$ cat config.mk
export PLATFORM = sky130hd
export DESIGN_NAME = ifu_fetch_unit_flat
export DESIGN_NICKNAME = d
export VERILOG_FILES = /design/src/rtl/ifu_fetch_unit_pkg.sv /design/src/rtl/ifu_fetch_unit_if.sv /design/src/rtl/ifu_perf_counter.sv /design/src/rtl/ifu_fetch_unit.sv /design/src/flat_wrapper.sv
export SDC_FILE = /design/constraint.sdc
export NUM_CORES = 1
export LEC_CHECK = 0
export CAP_MARGIN = 20
export CORE_MARGIN = 2
export CORE_UTILIZATION = 30
export DETAILED_ROUTE_END_ITERATION = 8
export GPL_ROUTABILITY_DRIVEN = 0
export PLACE_DENSITY_LB_ADDON = 0.2
export SLEW_MARGIN = 20
export SYNTH_ARGS = -nofsm -noshare
export SYNTH_HDL_FRONTEND = slang
export SYNTH_HIERARCHICAL = 1
export SYNTH_SLANG_ARGS = --single-unit
export TNS_END_PERCENT = 50
$ cat constraint.sdc
create_clock -name clk -period 4.15 [get_ports clk]
set_input_delay 0.6225 -clock clk [delete_from_list [all_inputs] [get_ports clk]]
set_output_delay 0.6225 -clock clk [all_outputs]
set_load 0.05 [all_outputs]
$ cat src/rtl/ifu_fetch_unit_pkg.sv
// Shared core definitions: fetch FSM states, AXI read response codes and the reset PC
// shared with the WBU PC generator.
package ifu_fetch_unit_pkg;

    typedef enum logic [1:0] {
        S_PC,
        S_AR,
        S_R,
        S_OUT
    } ifu_state_e;

    localparam logic [1:0]  RESP_OKAY   = 2'b00;
    localparam logic [1:0]  RESP_SLVERR = 2'b10;
    localparam logic [31:0] RESET_PC    = 32'h2000_0000;

endpackage

$ cat src/rtl/ifu_fetch_unit_if.sv
// Fetch-stage signal bundle: WBU->IFU PC handshake, AXI4-Lite read channels, IFU->IDU handshake.
// The fetch unit takes the slave view; the surrounding core/memory take the master view.
interface ifu_fetch_unit_if;

    logic        wbu_valid;
    logic [31:0] pc_in;
    logic        ifu_ready;

    logic [31:0] araddr;
    logic        arvalid;
    logic        arready;
    logic [31:0] rdata;
    logic [1:0]  rresp;
    logic        rvalid;
    logic        rready;

    logic [31:0] inst;
    logic [31:0] inst_pc;
    logic        inst_fault;
    logic        ifu_valid;
    logic        idu_ready;

    modport master (
        output wbu_valid, pc_in, arready, rdata, rresp, rvalid, idu_ready,
        input  ifu_ready, araddr, arvalid, rready, inst, inst_pc, inst_fault, ifu_valid
    );

    modport slave (
        input  wbu_valid, pc_in, arready, rdata, rresp, rvalid, idu_ready,
        output ifu_ready, araddr, arvalid, rready, inst, inst_pc, inst_fault, ifu_valid
    );

endinterface

$ cat src/rtl/ifu_perf_counter.sv
// Enable-increment performance counter with synchronous reset; wraps modulo 2^Width.
module ifu_perf_counter #(
    parameter int unsigned Width = 64
) (
    input  logic             clk,
    input  logic             rst,
    input  logic             en,
    output logic [Width-1:0] count
);

    always_ff @(posedge clk) begin
        if (rst) begin
            count <= '0;
        end else if (en) begin
            count <= count + Width'(1);
        end
    end

endmodule

$ cat src/rtl/ifu_fetch_unit.sv
// Instruction fetch stage: one PC in, one single-beat read, one instruction out.
// All outputs come straight from registers; at most one fetch is in flight.
module ifu_fetch_unit #(
    parameter logic [31:0] RESET_PC  = ifu_fetch_unit_pkg::RESET_PC,
    parameter logic [1:0]  OKAY_RESP = ifu_fetch_unit_pkg::RESP_OKAY
) (
    input  logic                   clk,
    input  logic                   rst,
    ifu_fetch_unit_if.slave        bus,
    output logic [63:0]            fetch_cnt
);

    import ifu_fetch_unit_pkg::*;

    ifu_state_e  state_q;
    logic        ifu_ready_q;
    logic        arvalid_q;
    logic        rready_q;
    logic        ifu_valid_q;
    logic        inst_fault_q;
    logic [31:0] araddr_q;
    logic [31:0] inst_q;
    logic [31:0] inst_pc_q;
    logic        deliver;

    assign deliver = (state_q == S_OUT) & ifu_valid_q & bus.idu_ready;

    always_ff @(posedge clk) begin
        if (rst) begin
            state_q      <= S_PC;
            ifu_ready_q  <= 1'b1;
            arvalid_q    <= 1'b0;
            rready_q     <= 1'b0;
            ifu_valid_q  <= 1'b0;
            araddr_q     <= '0;
            inst_q       <= '0;
            inst_pc_q    <= RESET_PC;
            inst_fault_q <= 1'b0;
        end else begin
            unique case (state_q)
                S_PC: begin
                    if (bus.wbu_valid && ifu_ready_q) begin
                        araddr_q    <= bus.pc_in;
                        inst_pc_q   <= bus.pc_in;
                        ifu_ready_q <= 1'b0;
                        if (bus.pc_in[1:0] == 2'b00) begin
                            arvalid_q <= 1'b1;
                            state_q   <= S_AR;
                        end else begin
                            // Misaligned PC: skip the bus and hand a faulting slot downstream.
                            inst_q       <= '0;
                            inst_fault_q <= 1'b1;
                            ifu_valid_q  <= 1'b1;
                            state_q      <= S_OUT;
                        end
                    end
                end
                S_AR: begin
                    if (arvalid_q && bus.arready) begin
                        arvalid_q <= 1'b0;
                        rready_q  <= 1'b1;
                        state_q   <= S_R;
                    end
                end
                S_R: begin
                    if (bus.rvalid && rready_q) begin
                        inst_q       <= bus.rdata;
                        inst_fault_q <= (bus.rresp != OKAY_RESP);
                        rready_q     <= 1'b0;
                        ifu_valid_q  <= 1'b1;
                        state_q      <= S_OUT;
                    end
                end
                S_OUT: begin
                    if (ifu_valid_q && bus.idu_ready) begin
                        ifu_valid_q <= 1'b0;
                        ifu_ready_q <= 1'b1;
                        state_q     <= S_PC;
                    end
                end
                default: state_q <= S_PC;
            endcase
        end
    end

    assign bus.ifu_ready  = ifu_ready_q;
    assign bus.araddr     = araddr_q;
    assign bus.arvalid    = arvalid_q;
    assign bus.rready     = rready_q;
    assign bus.inst       = inst_q;
    assign bus.inst_pc    = inst_pc_q;
    assign bus.inst_fault = inst_fault_q;
    assign bus.ifu_valid  = ifu_valid_q;

    ifu_perf_counter #(
        .Width(64)
    ) u_fetch_cnt (
        .clk  (clk),
        .rst  (rst),
        .en   (deliver),
        .count(fetch_cnt)
    );

endmodule

$ cat src/flat_wrapper.sv
// flat-port wrapper written by rule: the top's interface ports become plain ports
module ifu_fetch_unit_flat import ifu_fetch_unit_pkg::*;
#(
    parameter logic [31:0] RESET_PC  = ifu_fetch_unit_pkg::RESET_PC,
    parameter logic [1:0]  OKAY_RESP = ifu_fetch_unit_pkg::RESP_OKAY
)
  (clk, rst, fetch_cnt, bus_wbu_valid, bus_pc_in, bus_arready, bus_rdata, bus_rresp, bus_rvalid, bus_idu_ready, bus_ifu_ready, bus_araddr, bus_arvalid, bus_rready, bus_inst, bus_inst_pc, bus_inst_fault, bus_ifu_valid);
  ifu_fetch_unit_if bus_i ();
  input  logic clk;
  input  logic rst;
  output logic [63:0] fetch_cnt;
  input wire logic [$bits(bus_i.wbu_valid)-1:0] bus_wbu_valid;
  input wire logic [$bits(bus_i.pc_in)-1:0] bus_pc_in;
  input wire logic [$bits(bus_i.arready)-1:0] bus_arready;
  input wire logic [$bits(bus_i.rdata)-1:0] bus_rdata;
  input wire logic [$bits(bus_i.rresp)-1:0] bus_rresp;
  input wire logic [$bits(bus_i.rvalid)-1:0] bus_rvalid;
  input wire logic [$bits(bus_i.idu_ready)-1:0] bus_idu_ready;
  output wire logic [$bits(bus_i.ifu_ready)-1:0] bus_ifu_ready;
  output wire logic [$bits(bus_i.araddr)-1:0] bus_araddr;
  output wire logic [$bits(bus_i.arvalid)-1:0] bus_arvalid;
  output wire logic [$bits(bus_i.rready)-1:0] bus_rready;
  output wire logic [$bits(bus_i.inst)-1:0] bus_inst;
  output wire logic [$bits(bus_i.inst_pc)-1:0] bus_inst_pc;
  output wire logic [$bits(bus_i.inst_fault)-1:0] bus_inst_fault;
  output wire logic [$bits(bus_i.ifu_valid)-1:0] bus_ifu_valid;
  assign bus_i.wbu_valid = bus_wbu_valid;
  assign bus_i.pc_in = bus_pc_in;
  assign bus_i.arready = bus_arready;
  assign bus_i.rdata = bus_rdata;
  assign bus_i.rresp = bus_rresp;
  assign bus_i.rvalid = bus_rvalid;
  assign bus_i.idu_ready = bus_idu_ready;
  assign bus_ifu_ready = bus_i.ifu_ready;
  assign bus_araddr = bus_i.araddr;
  assign bus_arvalid = bus_i.arvalid;
  assign bus_rready = bus_i.rready;
  assign bus_inst = bus_i.inst;
  assign bus_inst_pc = bus_i.inst_pc;
  assign bus_inst_fault = bus_i.inst_fault;
  assign bus_ifu_valid = bus_i.ifu_valid;
  ifu_fetch_unit #(.RESET_PC(RESET_PC), .OKAY_RESP(OKAY_RESP)) u_core (.clk(clk), .rst(rst), .bus(bus_i), .fetch_cnt(fetch_cnt));
endmodule
# ---- After elaboration in Yosys (flattened, before gate mapping)
# Cells that the tools add are included.
dict set report classes {
  n_addsub 1
  reduce_logical 19
  bitwise 2
  eq_ne 9
  muxes 27
}
# cell n
set ops {}
lappend ops {{2-to-1 mux 32 bit} 3}
lappend ops {{adder 64 x 1 -> 64 bit (second input constant)} 1}
lappend ops {{case mux 32 bit (2 select lines)} 1}
lappend ops {{2-to-1 mux 1 bit} 12}
lappend ops {{AND reduction 4 bit} 3}
lappend ops {{2-to-1 mux 2 bit} 5}
lappend ops {{nonzero test 2 bit} 5}
lappend ops {{!= test 2 x 1 -> 1 bit (second input constant)} 4}
lappend ops {{case mux 1 bit (2 select lines)} 4}
lappend ops {{case mux 2 bit (4 select lines)} 1}
lappend ops {{AND reduction 3 bit} 2}
lappend ops {{AND reduction 5 bit} 1}
lappend ops {{equality test 2 bit (second input constant)} 2}
lappend ops {{logical AND 1 bit} 4}
lappend ops {{logical NOT 2 bit} 2}
lappend ops {{!= test 2 bit (second input constant)} 2}
lappend ops {{case mux 1 bit (3 select lines)} 1}
lappend ops {{nonzero test 3 bit} 1}
lappend ops {{bitwise AND 1 bit} 2}
lappend ops {{equality test 2 x 1 -> 1 bit (second input constant)} 1}
lappend ops {{AND reduction 2 bit} 1}
dict set report word_totals {
  elab_cells 68
  in_bits 72
  out_inout_bits 165
  reg_bits 167
}

# ---- Depth between registers and ports, before layout
dict set report depth {
  word_depth 4
  mapped_depth 9
  ltp_nobuf 7
}

# ---- Hierarchy
# Netlist, hierarchy kept.
# mod n_inst seq_area_each_um2 area_each_um2 cells_per_inst
set modules_own_cells {}
lappend modules_own_cells {ifu_perf_counter 1 1281.2 3149.3 374}
lappend modules_own_cells {ifu_fetch_unit 1 1441.4 3067.9 371}

# ---- Worst setup path before layout
# Ideal clock, no wire load.
dict set report synth_path {
  kind {register to register}
  start {reg u_core.u_fetch_cnt.count[0]}
  end {reg u_core.u_fetch_cnt.count[40]}
  n_path_buf 1
  slack_ps 1458
  t_arrival_ps 2622
  stages_incl_launch_ff 8
  setup_time_ps 70
  t_required_ps 4080
  synth_period_minus_slack_ps 2692
  cell_sequence {dfxtp_1 ha_1 nand3_1 or3_4 or4_4 buf_6 or4_1 a21oi_1}
}
dict set report synth_via {
  elab_chain_len 1
}
# item line_no
set synth_rtl {}
lappend synth_rtl {{start: declaration} ifu_perf_counter.sv:8} ;# output logic [Width-1:0] count
lappend synth_rtl {{start signal: assignment} ifu_perf_counter.sv:15} ;# count <= count + Width'(1);
lappend synth_rtl {{adder 64 x 1 -> 64 bit} ifu_perf_counter.sv:15}
# No other way between the ends.
# A chain may end at the register's enable or synchronous reset.

# ---- Final worst setup path
dict set report layout_path {
  start {in bus_idu_ready}
  end {reg u_core.u_fetch_cnt.count[56]}
}
dict set report layout_via {
  elab_chain_len 1
}
# item line_no
set layout_rtl {}
lappend layout_rtl {{start: declaration} flat_wrapper.sv:18} ;# input wire logic [$bits(bus_i.idu_ready)-1:0] bus_idu_ready;
lappend layout_rtl {{bitwise AND 1 bit} ifu_fetch_unit.sv:26} ;# assign deliver = (state_q == S_OUT) & ifu_valid_q & bus.idu_ready;
lappend layout_rtl {{via u_core.deliver} ifu_fetch_unit.sv:24} ;# logic deliver;
# The timed path passes the listed nets, and every way through them passes these cells.

==> run_results.csv <==
group,metric,value,unit
placement,io_buffers,236,
synthesis,synthesis.nets,825,
power,peakVddDrop,0.000310,V
synthesis,ys_seq_elements,136,
power,p_total,4.71,mW
clock_network,cts_root_buf,"clkbuf_16",
timing,final_max_slew_viol_count,0,
critical_path,start_kind,"primary input",
routing,drt-total-wl,18900,um
synthesis,synthFlopType,"dfxtp_1",
clock_network,cts_max_level,4,
placement,dp_hpwl,13200,um
power,p_leak,2.98,nW
synthesis,ys_warn_count,6,
critical_path,end_kind,"register",
timing,hold-worst-slack,0.450,ns
routing,vias_per_cell,4.96,
placement,placed_area,8530,sq um
finish,final_cells,1225,
synthesis,synth_edf_count,0,
critical_path,cpLargestDelayFamily,"simple AND/OR/NAND/NOR gates",
finish,nets,1022,
routing,drtAntennaViolNets,0,
floorplanning,die_y,148,um
timing,grt_setup_unrepaired,"no",
clock_network,clock_sinks,136,
finish,syn_to_final_growth,46.8,%
timing,finalClockSkew,0.0110,ns
finish,diodes,0,
synthesis,synth.avg_cell_area,8.35,sq um
clock_network,cts_setup_buffers,0,
floorplanning,initial_utilization,30.6,%
floorplanning,num_io_pins,237,
synthesis,synth.area.top_cells,"dfxtp_1 44%, a21oi_1 7.6%, nand2_1 7.0%, nand3_1 5.3%, buf_4 4.3%",
synthesis,synthArstFlopShare,0,%
timing,fin_crit,2.87,ns
critical_path,required,4.50,ns
critical_path,worstPathCellList,"clkdlybuf4s50_1 > and3_1 > buf_4 > nand3_1 > or3_4 > or4_4 > or4_1 > a21oi_1",
grt,grt_use_total,17.2,%
floorplanning,die_width,148,um
placement,pre_cts_ws,0.871,ns
finish,layout-drive-gt1-share,6.28,%
grt,grt_pass1_vias,5733,
worst_hold_path,hold_path.class,"register to register",
timing,finalSetupViolCount,0,
floorplanning,dieArea,21900,sq um
power,power.density,516,nW/um^2
synthesis,synth.most_common_cell,"dfxtp_1",
synthesis,ys_types,53,
finish,multi_input_area,2990,sq um
status,status,"finished clean",
clock_network,insertion_delay,0.42,ns
clock_network,cts_resized,0,
timing,clock.fmax,0.349,GHz
critical_path,critPathMaxStageDelay,0.58,ns
routing,drc_errors,0,
placement,post-place-cells,1193,
floorplanning,fp.coreArea,20300,sq um
routing,vias,6077,
synthesis,syn-cell-area,6220,sq um
critical_path,worstPathMaxFanout,12,
grt,grt_antenna_before_repair,0,
synthesis,synth_cells,745,
finish,final-seq-area,2720,sq um
clock_network,clk_pin_slew,0.06,ns
finish,design_area,9130,sq um
critical_path,cp_slowest_cell,"or4_4",
grt,gr-total-overflow,0,
clock_network,clockBufferDepth,2,
synthesis,seq_area_frac_synth,43.8,%
floorplanning,placementRows,52,
grt,grt_pass1_wl,30300,um
timing,hold_viol,0,
clock_network,numCtsBuffers,17,
synthesis,yosysTopAreaCell,"dfxtp_1",
grt,grt_max_degree,71,
timing,fin_setup_tns,0,ns
routing,firstDrtPassIters,5,
synthesis,synth_top_area_share,43.8,%
critical_path,critPathKind,"primary input to register",
routing,drt_iter0_drc,368,
synthesis,ys_top_cells_by_count,"136 x dfxtp_1, 116 x nand2_1, 94 x a21oi_1, 66 x nand3_1, 53 x nor2_1",
timing,timing.final.ws_setup,1.28,ns
critical_path,cp.buffers_inverters,2,
critical_path,crit_arrival,3.21,ns
finish,postLayoutCoreUtil,45.0,%
timing,slew_headroom,44.6,%
clock_network,ctsHoldBuffers,0,
finish,fillers,2065,
timing,fin_crit_sh,69.1,%
routing,avgRoutedWirePerCell,15.4,um
clock_network,cts_tree,"yes",
timing,worst_pin_slew,0.824,ns
job,drv_cap,0,
[path summary, 6_finish.rpt]
| kind | from | endpoint | slack, ns | cells after the start |
|---|---|---|---|---|
| min | u_core/bus.inst[18] | u_core/bus.inst[18] | 0.45 | 2 |
| min reg2reg | u_core/bus.inst[18] | u_core/bus.inst[18] | 0.45 | 2 |
| max reg2reg | u_core/state_q[0] | u_core/u_fetch_cnt/count[56] | 1.34 | 8 |
| max | bus_idu_ready | u_core/u_fetch_cnt/count[56] | 1.28 | 8 |
[logic make-up after synthesis]
family	count (synthesis)	synth area share [%]
adder cells (fa/ha/maj)	8	1.61
XOR/XNOR	35	4.93
multiplexers	3	0.483
flip-flops	136	43.8
buffers and inverters	76	8.21
AO/OA/AOI/OAI	140	13.1
AND/OR/NAND/NOR	347	27.9
[flip-flops by register name, summed over array words and instances, names as in the netlist]
signal,cells
u_core/bus.inst,32
u_core/bus.ifu_valid,1
u_core/bus.inst_fault,1
u_core/bus.araddr,32
u_core/state_q,2
u_core/bus.ifu_ready,1
u_core/bus.arvalid,1
u_core/bus.inst_pc,1
u_core/u_fetch_cnt/count,64
u_core/bus.rready,1
[layout by cell type, fill, tap and decap left out, types with 3 or more instances in the layout]
cell and instances:
clkdlybuf4s50_1 235, dfxtp_1 136, nand2_1 116, a21oi_1 94, nand3_1 66, nor2_1 53
nand4_1 32, xor2_1 22, clkbuf_16 17, o21ai_0 17, or3_1 15, xnor2_1 13
o31ai_1 12, or4_1 12, buf_4 10, nor3_1 10, and3_1 10, nor4_1 10
inv_1 8, ha_1 8, inv_6 4, clkinvlp_4 3, mux2i_1 3
[tightest hold or removal path: cells and delay by family, from the launching register on]
| kind | cells | cell delay [ns] |
|---|---|---|
| AOI/OAI and AO/OA | 1 | 0.05 |
| DFF | 1 | 0.31 |
| and+or+nand+nor | 1 | 0.05 |
[layer usage]
layer	GRT usage [%]	up-vias	wire, um
met3	5.93	16	1660
met5	0	-	0
met2	27.2	222	8660
li1	-	3000	-
met1	22.1	2839	8360
met4	5.48	0	204
[final cells by class]
cell class | instances | share of cell area (%)
clock buffers | 20 | 5.00
repair buffers | 246 | 26.8
well taps | 270 | 3.70
clock inverters | 12 | 1.54
flip-flops and latches | 136 | 29.8
inverters | 8 | 0.329
multi-input cells | 533 | 32.8
[power by group]
| group | total, mW | internal, mW | switching, mW |
|---|---|---|---|
| clock | 1.54 | 0.925 | 0.613 |
| sequential | 1.53 | 1.43 | 0.0993 |
| combinational | 1.65 | 0.528 | 1.12 |
No activity file was read; power rests on OpenSTA's default activity.
